<file path="config.mk">
export PLATFORM = sky130hd
export DESIGN_NAME = mem_wait_arbiter
export DESIGN_NICKNAME = d
export VERILOG_FILES = /design/src/rtl/mem_wait_arbiter.sv
export SDC_FILE = /design/constraint.sdc
export NUM_CORES = 1
export LEC_CHECK = 0
export ABC_AREA = 1
export BUFFER_PORTS_ARGS = -buffer_cell sky130_fd_sc_hd__buf_2
export CORE_ASPECT_RATIO = 0.7
export CORE_MARGIN = 2
export CORE_UTILIZATION = 49
export DETAILED_ROUTE_END_ITERATION = 10
export HOLD_SLACK_MARGIN = 0.08
export PLACE_DENSITY = 0.81
export SYNTH_ARGS = -nofsm -noshare
export SYNTH_HDL_FRONTEND = slang
export SYNTH_SLANG_ARGS = --single-unit
</file>
<file path="constraint.sdc">
create_clock -name clk -period 2 [get_ports clk]
set_input_delay 0.1 -clock clk [delete_from_list [all_inputs] [get_ports clk]]
set_output_delay 0.1 -clock clk [all_outputs]
set_load 0.1 [all_outputs]
</file>
<file path="src/rtl/mem_wait_arbiter.sv">
`default_nettype none
// +----------------------------------------------------------------------------+
// | mem_wait_arbiter: two-master memory arbiter with region wait-state sequencer |
// | Revision 1.0 - initial release                                             |
// +----------------------------------------------------------------------------+
module mem_wait_arbiter #(
  parameter int ADDR_W  = 32,
  parameter int DATA_W  = 8,
  parameter int CNT_W   = 8,
  parameter int TIMEOUT = 255
) (
  input  logic              clk,
  input  logic              rst,
  input  logic              boot_active,
  input  logic              m1_read,
  input  logic              m1_write,
  input  logic [ADDR_W-1:0] m1_addr,
  input  logic [DATA_W-1:0] m1_wdata,
  output logic [DATA_W-1:0] m1_rdata,
  output logic              m1_ready,
  input  logic              m2_read,
  input  logic              m2_write,
  input  logic [ADDR_W-1:0] m2_addr,
  input  logic [DATA_W-1:0] m2_wdata,
  output logic [DATA_W-1:0] m2_rdata,
  output logic              m2_ready,
  output logic              s_read,
  output logic              s_write,
  output logic [ADDR_W-1:0] s_addr,
  output logic [DATA_W-1:0] s_wdata,
  input  logic [DATA_W-1:0] s_rdata,
  input  logic              s_ext_ready,
  input  logic [CNT_W-1:0]  cfg_sram_ws,
  input  logic [CNT_W-1:0]  cfg_io_ws,
  input  logic [CNT_W-1:0]  cfg_ext_ws,
  output logic [1:0]        grant,
  output logic              timeout
);

  localparam logic [CNT_W-1:0] c_timeout = CNT_W'(TIMEOUT);

  typedef enum logic [1:0] {
    ST_IDLE   = 2'd0,
    ST_ACCESS = 2'd1,
    ST_DONE   = 2'd2
  } state_t;

  state_t            r_state;
  state_t            w_state_nxt;
  logic              r_owner_m2;
  logic              r_rr_last_m2;
  logic [ADDR_W-1:0] r_addr;
  logic [DATA_W-1:0] r_wdata;
  logic              r_write;
  logic              r_ext;
  logic [CNT_W-1:0]  r_ws;
  logic [CNT_W-1:0]  r_cnt;
  logic              r_timeout;
  logic [DATA_W-1:0] r_m1_rdata;
  logic [DATA_W-1:0] r_m2_rdata;

  logic              w_m1_req;
  logic              w_m2_req;
  logic              w_start;
  logic              w_pick_m2;
  logic [ADDR_W-1:0] w_sel_addr;
  logic [DATA_W-1:0] w_sel_wdata;
  logic              w_sel_write;
  logic              w_sel_io;
  logic              w_sel_sram;
  logic [CNT_W-1:0]  w_sel_ws;
  logic              w_done_int;
  logic              w_done_ext;
  logic              w_done_to;
  logic              w_complete;
  logic [DATA_W-1:0] w_cap_data;
  logic              w_access;
  logic              w_done;

  // M1 wins only on boot priority or when M2 was served last.
  assign w_m1_req    = m1_read | m1_write;
  assign w_m2_req    = m2_read | m2_write;
  assign w_start     = w_m1_req | w_m2_req;
  assign w_pick_m2   = w_m2_req && (!w_m1_req || (!boot_active && !r_rr_last_m2));
  assign w_sel_addr  = w_pick_m2 ? m2_addr  : m1_addr;
  assign w_sel_wdata = w_pick_m2 ? m2_wdata : m1_wdata;
  assign w_sel_write = w_pick_m2 ? m2_write : m1_write;

  assign w_sel_io   = (w_sel_addr[31:20] == 12'h1A1) && (w_sel_addr[19:17] == 3'b000);
  assign w_sel_sram = (w_sel_addr[31:12] == 20'h00000);
  assign w_sel_ws   = w_sel_io ? cfg_io_ws : (w_sel_sram ? cfg_sram_ws : cfg_ext_ws);

  // External ready takes precedence over a timeout landing in the same cycle.
  assign w_done_int = !r_ext && (r_cnt == r_ws);
  assign w_done_ext = r_ext && s_ext_ready;
  assign w_done_to  = r_ext && !s_ext_ready && (r_cnt == c_timeout);
  assign w_complete = w_done_int | w_done_ext | w_done_to;
  assign w_cap_data = r_write ? '0 : (w_done_to ? '1 : s_rdata);

  always_comb begin
    w_state_nxt = r_state;
    case (r_state)
      ST_IDLE:   if (w_start)    w_state_nxt = ST_ACCESS;
      ST_ACCESS: if (w_complete) w_state_nxt = ST_DONE;
      ST_DONE:                   w_state_nxt = ST_IDLE;
      default:                   w_state_nxt = ST_IDLE;
    endcase
  end

  always_ff @(posedge clk or negedge rst) begin
    if (!rst) begin
      r_state      <= ST_IDLE;
      r_owner_m2   <= 1'b0;
      r_rr_last_m2 <= 1'b1;
      r_addr       <= '0;
      r_wdata      <= '0;
      r_write      <= 1'b0;
      r_ext        <= 1'b0;
      r_ws         <= '0;
      r_cnt        <= '0;
      r_timeout    <= 1'b0;
      r_m1_rdata   <= '0;
      r_m2_rdata   <= '0;
    end else begin
      r_state   <= w_state_nxt;
      r_timeout <= 1'b0;
      case (r_state)
        ST_IDLE: begin
          if (w_start) begin
            r_owner_m2   <= w_pick_m2;
            r_rr_last_m2 <= w_pick_m2;
            r_addr       <= w_sel_addr;
            r_wdata      <= w_sel_wdata;
            r_write      <= w_sel_write;
            r_ext        <= !w_sel_io && !w_sel_sram;
            r_ws         <= w_sel_ws;
            r_cnt        <= '0;
          end
        end
        ST_ACCESS: begin
          if (w_complete) begin
            r_timeout <= w_done_to;
            if (r_owner_m2) r_m2_rdata <= w_cap_data;
            else            r_m1_rdata <= w_cap_data;
          end else begin
            r_cnt <= r_cnt + CNT_W'(1);
          end
        end
        default: ;
      endcase
    end
  end

  assign w_access = (r_state == ST_ACCESS);
  assign w_done   = (r_state == ST_DONE);

  assign s_read   = w_access & ~r_write;
  assign s_write  = w_access &  r_write;
  assign s_addr   = w_access ? r_addr  : '0;
  assign s_wdata  = w_access ? r_wdata : '0;
  assign grant    = w_access ? {r_owner_m2, ~r_owner_m2} : 2'b00;
  assign m1_ready = w_done & ~r_owner_m2;
  assign m2_ready = w_done &  r_owner_m2;
  assign m1_rdata = r_m1_rdata;
  assign m2_rdata = r_m2_rdata;
  assign timeout  = r_timeout;

endmodule
`default_nettype wire

</file>
==> flow_metrics.py, run 1 <==
metrics = {
    "outcome": {
        "status": "complete, but fails checks",
        "violations": "negative setup slack",
    },
    "grt": {
        "grt_pass1_wl_um": 25700,
        "grt_overflow": 0,
        "track_usage_pct": 32.2,
        "grt_pass1_vias": 5292,
        "antenna_found_initial": 0,
        "grt_max_degree": 52,
    },
    "synthesis": {
        "synth-seq-cells": 79,
        "synth_edf_count": 0,
        "synth_commonest_cells": "167 x nand2_1, 85 x nor2_1, 83 x inv_1, 78 x dfrtp_1, 48 x o21ai_0",
        "yosysWarnings": 0,
        "yosys.cell_count.top_type": "nand2_1",
        "ys_types": 39,
        "ys_top_cells_by_area": "dfrtp_1 43%, nand2_1 14%, nor2_1 7.0%",
        "synth-async-reset-ratio_pct": 100,
        "avgSynthCellArea_um2": 7.23,
        "yosysSeqAreaShare_pct": 43.3,
        "synth_top_area_share_pct": 42.8,
        "postSynthCellCount": 631,
        "ys_dominant_reg_cell": "dfrtp_1",
        "syn_nets": 752,
        "synth_top_area_cell": "dfrtp_1",
        "syn_area_mm2": 0.00456,
    },
    "placement": {
        "place_ws_ns": -0.0574,
        "placed_area_mm2": 0.00633,
        "port_buffers": 182,
        "routabilityCongestion": 1.00,
        "dp_cells": 925,
        "place_hpwl_um": 10700,
    },
    "routing": {
        "route.detailed.drc": 0,
        "maxUsedRoutingLayer": "met4",
        "wl_per_cell_um": 18.1,
        "wirelength_um": 18000,
        "vias": 5541,
        "via_per_inst": 5.60,
        "wl_met2_um": 8540,
        "met1Wirelength_um": 6770,
        "drtAntennaViolNets": 0,
        "wl_met3_um": 1920,
        "drtIter0Drc": 610,
        "firstDrtPassIters": 6,
    },
    "final_layout": {
        "final_util_pct": 83.7,
        "fin_area_mm2": 0.00760,
        "drive_above_1_share_pct": 41.9,
        "syn_to_final_growth_pct": 66.4,
        "layout.cells.non_filler": 990,
        "nNetsFinal": 982,
        "n_antenna_cell": 0,
    },
    "power": {
        "power_mw": 15.7,
        "p_per_area_mw_per_mm2": 2070,
        "clkPwrFrac_pct": 12.3,
        "p_switching_mw": 8.77,
        "p_int_mw": 6.94,
        "seq_power_share_pct": 17.6,
        "power_frac_comb_pct": 70.1,
        "peakVddDrop_uv": 1460,
        "netSwitchingFraction_pct": 55.8,
        "p_leak_nw": 3.93,
    },
    "clock_network": {
        "cts.clk_slew.worst_paths_ns": 0.06,
        "cts_tree": "done",
        "htreeDepth": 3,
        "cts.path.max_buffers": 2,
        "clock_sinks": 79,
        "clockRootBuffer": "clkbuf_16",
        "clk_latency_ns": 0.34,
        "numCtsBuffers": 9,
    },
    "critical_path": {
        "path_buf_inv": 2,
        "path_delay_family": "simple AND/OR/NAND/NOR gates",
        "worstPathRequired_ns": 2.28,
        "r2r_slack_ns": -0.15,
        "cp-end-kind": "flip-flop",
        "slowest_delay_ns": 0.53,
        "path_class": "reg2reg",
        "cp.arrival_ns": 2.43,
        "critical_path.max_fanout": 7,
        "timing.critical_path.cells": "inv_2 -> nand2_4 -> nand2_8 -> nand2_8 -> nand2_1 -> o21ai_2 -> nand2_1 -> nor2_2 -> nand2_4 -> buf_12 -> o21bai_1 -> nand3_2 -> nand2_1",
        "worst_path_max_delay_cell": "dfstp_2",
        "cpMostUsedCell": "nand2_1",
        "cp-start-kind": "flip-flop",
    },
    "sta": {
        "setup_viol": 8,
        "slew_viol_final": 0,
        "fin_crit_ns": 2.15,
        "hold_viol_final": 0,
        "worst_slew_pin_slew_ns": 0.659,
        "final.setup.worst_slack_ns": -0.153,
        "period_share_pct": 108,
        "skew_ns": 0.00695,
        "timing.fmax_mhz": 464,
        "relSlewSlack_pct": 56.1,
        "rsz0062_at_grt": "yes",
    },
    "floorplan": {
        "die_w_um": 119,
        "fp.dieH_um": 84.8,
        "ios": 183,
        "fp.coreArea_mm2": 0.00907,
        "rows": 29,
        "initial_utilization_pct": 50.3,
        "dieArea_mm2": 0.0101,
    },
    "run": {
        "drv_cap": 0,
    },
    "hold_path": {
        "hp-class": "in2reg",
    },
}
==> registers in the layout, indices dropped and copies added, names as in the netlist <==
signal / flops
r_addr: 32
m1_rdata: 8
m2_rdata: 8
r_cnt: 8
r_wdata: 8
r_ws: 8
r_state: 2
r_ext: 1
r_owner_m2: 1
r_rr_last_m2: 1
r_write: 1
timeout: 1
==> layout make-up <==
class,count,area [µm²]
Clock buffer,10,239
Multi-Input combinational cell,441,2590
Tap cell,124,155
Inverter,90,347
Clock inverter,6,115
Fill cell,512,1480
Timing Repair Buffer,240,2180
Sequential cell,79,1980
==> stage by stage <==
stage / hold slack [ns] / TNS (ns)
after floorplan: -0.196 / -23.13
after global placement: 0.163 / 0
after detailed placement: 0.172 / -0.229
after CTS: 0.0822 / -0.0747
after global routing: 0.0939 / -1.93
final: 0.0826 / -0.612
==> kinds of logic after synthesis <==
group / Yosys count / share of synthesized area (%)
buf+inv: 116 / 10.3
flops: 79 / 43.3
xor+xnor: 11 / 2.11
compound gates: 91 / 11.8
simple gates: 333 / 32.2
fa+ha+maj: 1 / 0.274
==> cells in the final DEF (no fill, tap or decap), drive strengths merged <==
cell,count
ha,1
bufinv,3
dfstp,1
nor3b,1
dlygate4sd3,24
o22ai,21
a22oi,1
nor3,3
xnor2,5
nor2,92
o21a,7
nand2,178
o21ai,52
a21oi,3
dfrtp,78
or2,1
buf,216
nand4,3
clkbuf,10
nand3,45
inv,90
xor2,6
clkinvlp,2
o21bai,8
clkinv,1
nand3b,14
==> repair_timing <==
action	4_1_cts	5_1_grt
cloned	3	4
buffers inserted	10	9
pin swaps	10	33
resized for setup	23	100
hold endpoints to repair	69	0
setup endpoints to repair	24	60
hold buffers	24	0
==> routing by layer <==
layer | track usage [%] | up-vias
met4 | 11.7 | 0
met1 | 39.4 | 2557
li1 | - | 2461
met5 | 0 | -
met2 | 54.7 | 432
met3 | 9.24 | 91
==> worst paths after layout <==
check | start | cells past startpoint | to
max in group asynchronous | rst | 3 | r_cnt[7]
max reg2reg | r_rr_last_m2 | 13 | r_ws[1]
min | m2_wdata[6] | 3 | r_wdata[6]
max | r_rr_last_m2 | 13 | r_ws[1]
min reg2reg | m2_rdata[1] | 2 | m2_rdata[1]
min in group asynchronous | rst | 2 | r_wdata[2]
==> power groups by stage <==
stage	Sequential (mW)	Combinational (mW)	Clock [mW]
6_report	2.77	11.0	1.92
3_5_place_dp	2.74	10.1	0
4_1_cts	2.72	10.4	1.94
3_3_place_gp	2.70	9.90	0
5_1_grt	2.82	11.5	2.02
2_1_floorplan	3.65	5.78	0
==> tightest hold or removal path, delay by kind of cell <==
kind            cells  cell delay [ns]
simple gates        1             0.04
compound gates      1             0.13
buf+inv             1             0.09
(Power assumes the default switching activity.)
==> inputs of run 2 (changes only) <==
Settings changed: CORE_UTILIZATION 49 to 51, CTS_BUF_LIST set to sky130_fd_sc_hd__clkbuf_8, PLACE_DENSITY 0.81 to 0.84.
==> run 2 against run 1 <==
Effect of this change: the flow still finishes with violations (negative setup slack); global-route usage up 3.8 points; worst setup slack improved by 0.030 ns; routed wire length rose by 6.2%; maximum frequency increased by 1.4%; first-iteration DRC count up 14%; count of clock-buffer cells in the layout down 1; sequential cell count stayed put; sequential share of layout area barely moved; sequential power about the same; critical endpoint unchanged; largest cell class unchanged; largest power group unchanged.
==> flow_metrics.py, run 2 (synthesis results as in run 1) <==
metrics = {
    "outcome": {
        "status": "complete, but fails checks",
        "violations": "negative setup slack",
    },
    "clock_network": {
        "clockRootBuffer": "clkbuf_8",
        "cts.path.max_buffers": 2,
        "numCtsBuffers": 9,
        "cts.clk_slew.worst_paths_ns": 0.09,
        "htreeDepth": 3,
        "cts_tree": "done",
        "clk_latency_ns": 0.36,
        "clock_sinks": 79,
    },
    "critical_path": {
        "cp-end-kind": "flip-flop",
        "cp-start-kind": "flip-flop",
        "path_class": "reg2reg",
        "worstPathRequired_ns": 2.30,
        "cp.arrival_ns": 2.43,
        "critical_path.max_fanout": 7,
    },
    "power": {
        "p_switching_mw": 8.82,
        "netSwitchingFraction_pct": 58.4,
        "p_int_mw": 6.28,
        "p_per_area_mw_per_mm2": 1990,
        "seq_power_share_pct": 18.5,
        "peakVddDrop_uv": 1340,
        "power_mw": 15.1,
        "p_leak_nw": 3.89,
        "power_frac_comb_pct": 72.4,
        "clkPwrFrac_pct": 9.1,
    },
    "floorplan": {
        "dieArea_mm2": 0.00973,
        "fp.coreArea_mm2": 0.00858,
        "rows": 28,
        "die_w_um": 117,
        "ios": 183,
        "initial_utilization_pct": 53.2,
        "fp.dieH_um": 83.2,
    },
    "placement": {
        "placed_area_mm2": 0.00631,
        "place_ws_ns": -0.00819,
        "place_hpwl_um": 10400,
        "routabilityCongestion": 0.959,
        "port_buffers": 182,
    },
    "grt": {
        "grt_overflow": 0,
        "track_usage_pct": 36.0,
        "grt_max_degree": 54,
        "grt_pass1_vias": 5584,
        "antenna_found_initial": 2,
        "grt_pass1_wl_um": 27300,
    },
    "routing": {
        "firstDrtPassIters": 7,
        "wirelength_um": 19100,
        "wl_per_cell_um": 18.8,
        "route.detailed.drc": 0,
        "drtIter0Drc": 693,
        "vias": 5824,
        "via_per_inst": 5.74,
        "drtAntennaViolNets": 0,
    },
    "sta": {
        "hold_viol_final": 0,
        "setup_viol": 21,
        "final.setup.worst_slack_ns": -0.123,
        "setup_tns_ns": -1.50,
        "timing.fmax_mhz": 471,
        "period_share_pct": 106,
        "worst_slew_pin_slew_ns": 0.587,
        "fin_crit_ns": 2.12,
        "rsz0062_at_grt": "yes",
        "slew_viol_final": 0,
        "hold_slack_ns": 0.0812,
        "skew_ns": 0.0101,
        "relSlewSlack_pct": 60.8,
    },
    "final_layout": {
        "seqCellArea_mm2": 0.00198,
        "drive_above_1_share_pct": 38.7,
        "top_register": "r_addr",
        "fin_area_mm2": 0.00760,
        "n_fill_cell": 389,
        "final_common_cell": "nand2_1",
        "largest_reg_flops": 32,
        "multi_input_area_mm2": 0.00246,
        "layout_common_cells": "148 x nand2_1, 137 x buf_2, 78 x inv_1, 77 x dfrtp_1, 54 x dlygate4sd3_1",
        "nNetsFinal": 1008,
        "syn_to_final_growth_pct": 66.5,
    },
    "hold_path": {
        "hp-class": "in2reg",
    },
    "run": {
        "drv_cap": 0,
    },
}
-- run 2: cell count changes in the layout (fill, tap and decap cells not counted), sizes merged, moves of 2 or more --
cell | previous run | this run
dlygate4sd3 | 24 | 54
diode | 0 | 2
buf | 216 | 211
clkinvlp | 2 | 4
-- run 2: metrics by stage --
| step | instances | util, % |
|---|---|---|
| 2_1_floorplan | 631 | - |
| 3_3_place_gp | 918 | 73.5 |
| 3_5_place_dp | 918 | 73.5 |
| 4_1_cts | 998 | 84.8 |
| 5_1_grt | 1014 | 88.5 |
| 6_report | 1014 | 88.5 |
-- run 2: final timing paths --
path / start / endpoint / slack [ns] / cells past startpoint
max: r_rr_last_m2 / r_ws[1] / -0.12 / 12
min: cfg_sram_ws[3] / r_ws[3] / 0.08 / 5
max reg2reg: r_rr_last_m2 / r_ws[1] / -0.12 / 12
max in group asynchronous: rst / r_rr_last_m2 / 1.03 / 3
min in group asynchronous: rst / m2_rdata[3] / 0.28 / 2
min reg2reg: m2_rdata[3] / m2_rdata[3] / 0.48 / 2
-- run 2: per-layer routing --
layer,up-vias,global-route usage (%),part of all wire [%]
met5,-,0,0
met4,0,15.8,4.3
met3,96,10.4,11
met2,484,58.1,48
met1,2749,44.6,36
li1,2495,-,-
-- run 2: power groups by stage --
stage | combinational, mW | sequential [mW] | clock [mW]
2_1_floorplan | 5.78 | 3.65 | 0
3_3_place_gp | 9.79 | 2.70 | 0
3_5_place_dp | 9.94 | 2.73 | 0
4_1_cts | 10.2 | 2.70 | 1.37
5_1_grt | 11.3 | 2.85 | 1.44
6_report | 10.9 | 2.80 | 1.37
-- run 2: critical path, stage by stage, from the launching register on --
cell and delay, ns:
dfstp_2 0.54, inv_2 0.05, nand2_4 0.09, nand2_8 0.11, nand2_8 0.13, nand2_1 0.07
o21ai_1 0.16, nand2_1 0.13, nor2_2 0.16, nand2_2 0.13, o21ai_2 0.29, nand2_1 0.11
nand2_1 0.08
-- run 2: what timing repair did --
item                                   4_1_cts  5_1_grt
cloned                                       4        4
pin swaps                                   11       29
resized for setup                           19       89
setup buffers                                6       12
endpoints found under the hold margin       71        0
setup endpoints to repair                   20       87
hold buffers                                54        0
-- run 2: cell type report --
type / instances / area share [%]
antenna: 2 / 0.0659
tap: 120 / 1.98
clock inverter: 7 / 1.35
timing repair buffer: 265 / 31.8
multi-input combinational: 440 / 32.4
timing repair inverter: 2 / 0.198
sequential: 79 / 26.0
clock buffer: 9 / 1.63
inverter: 90 / 4.56
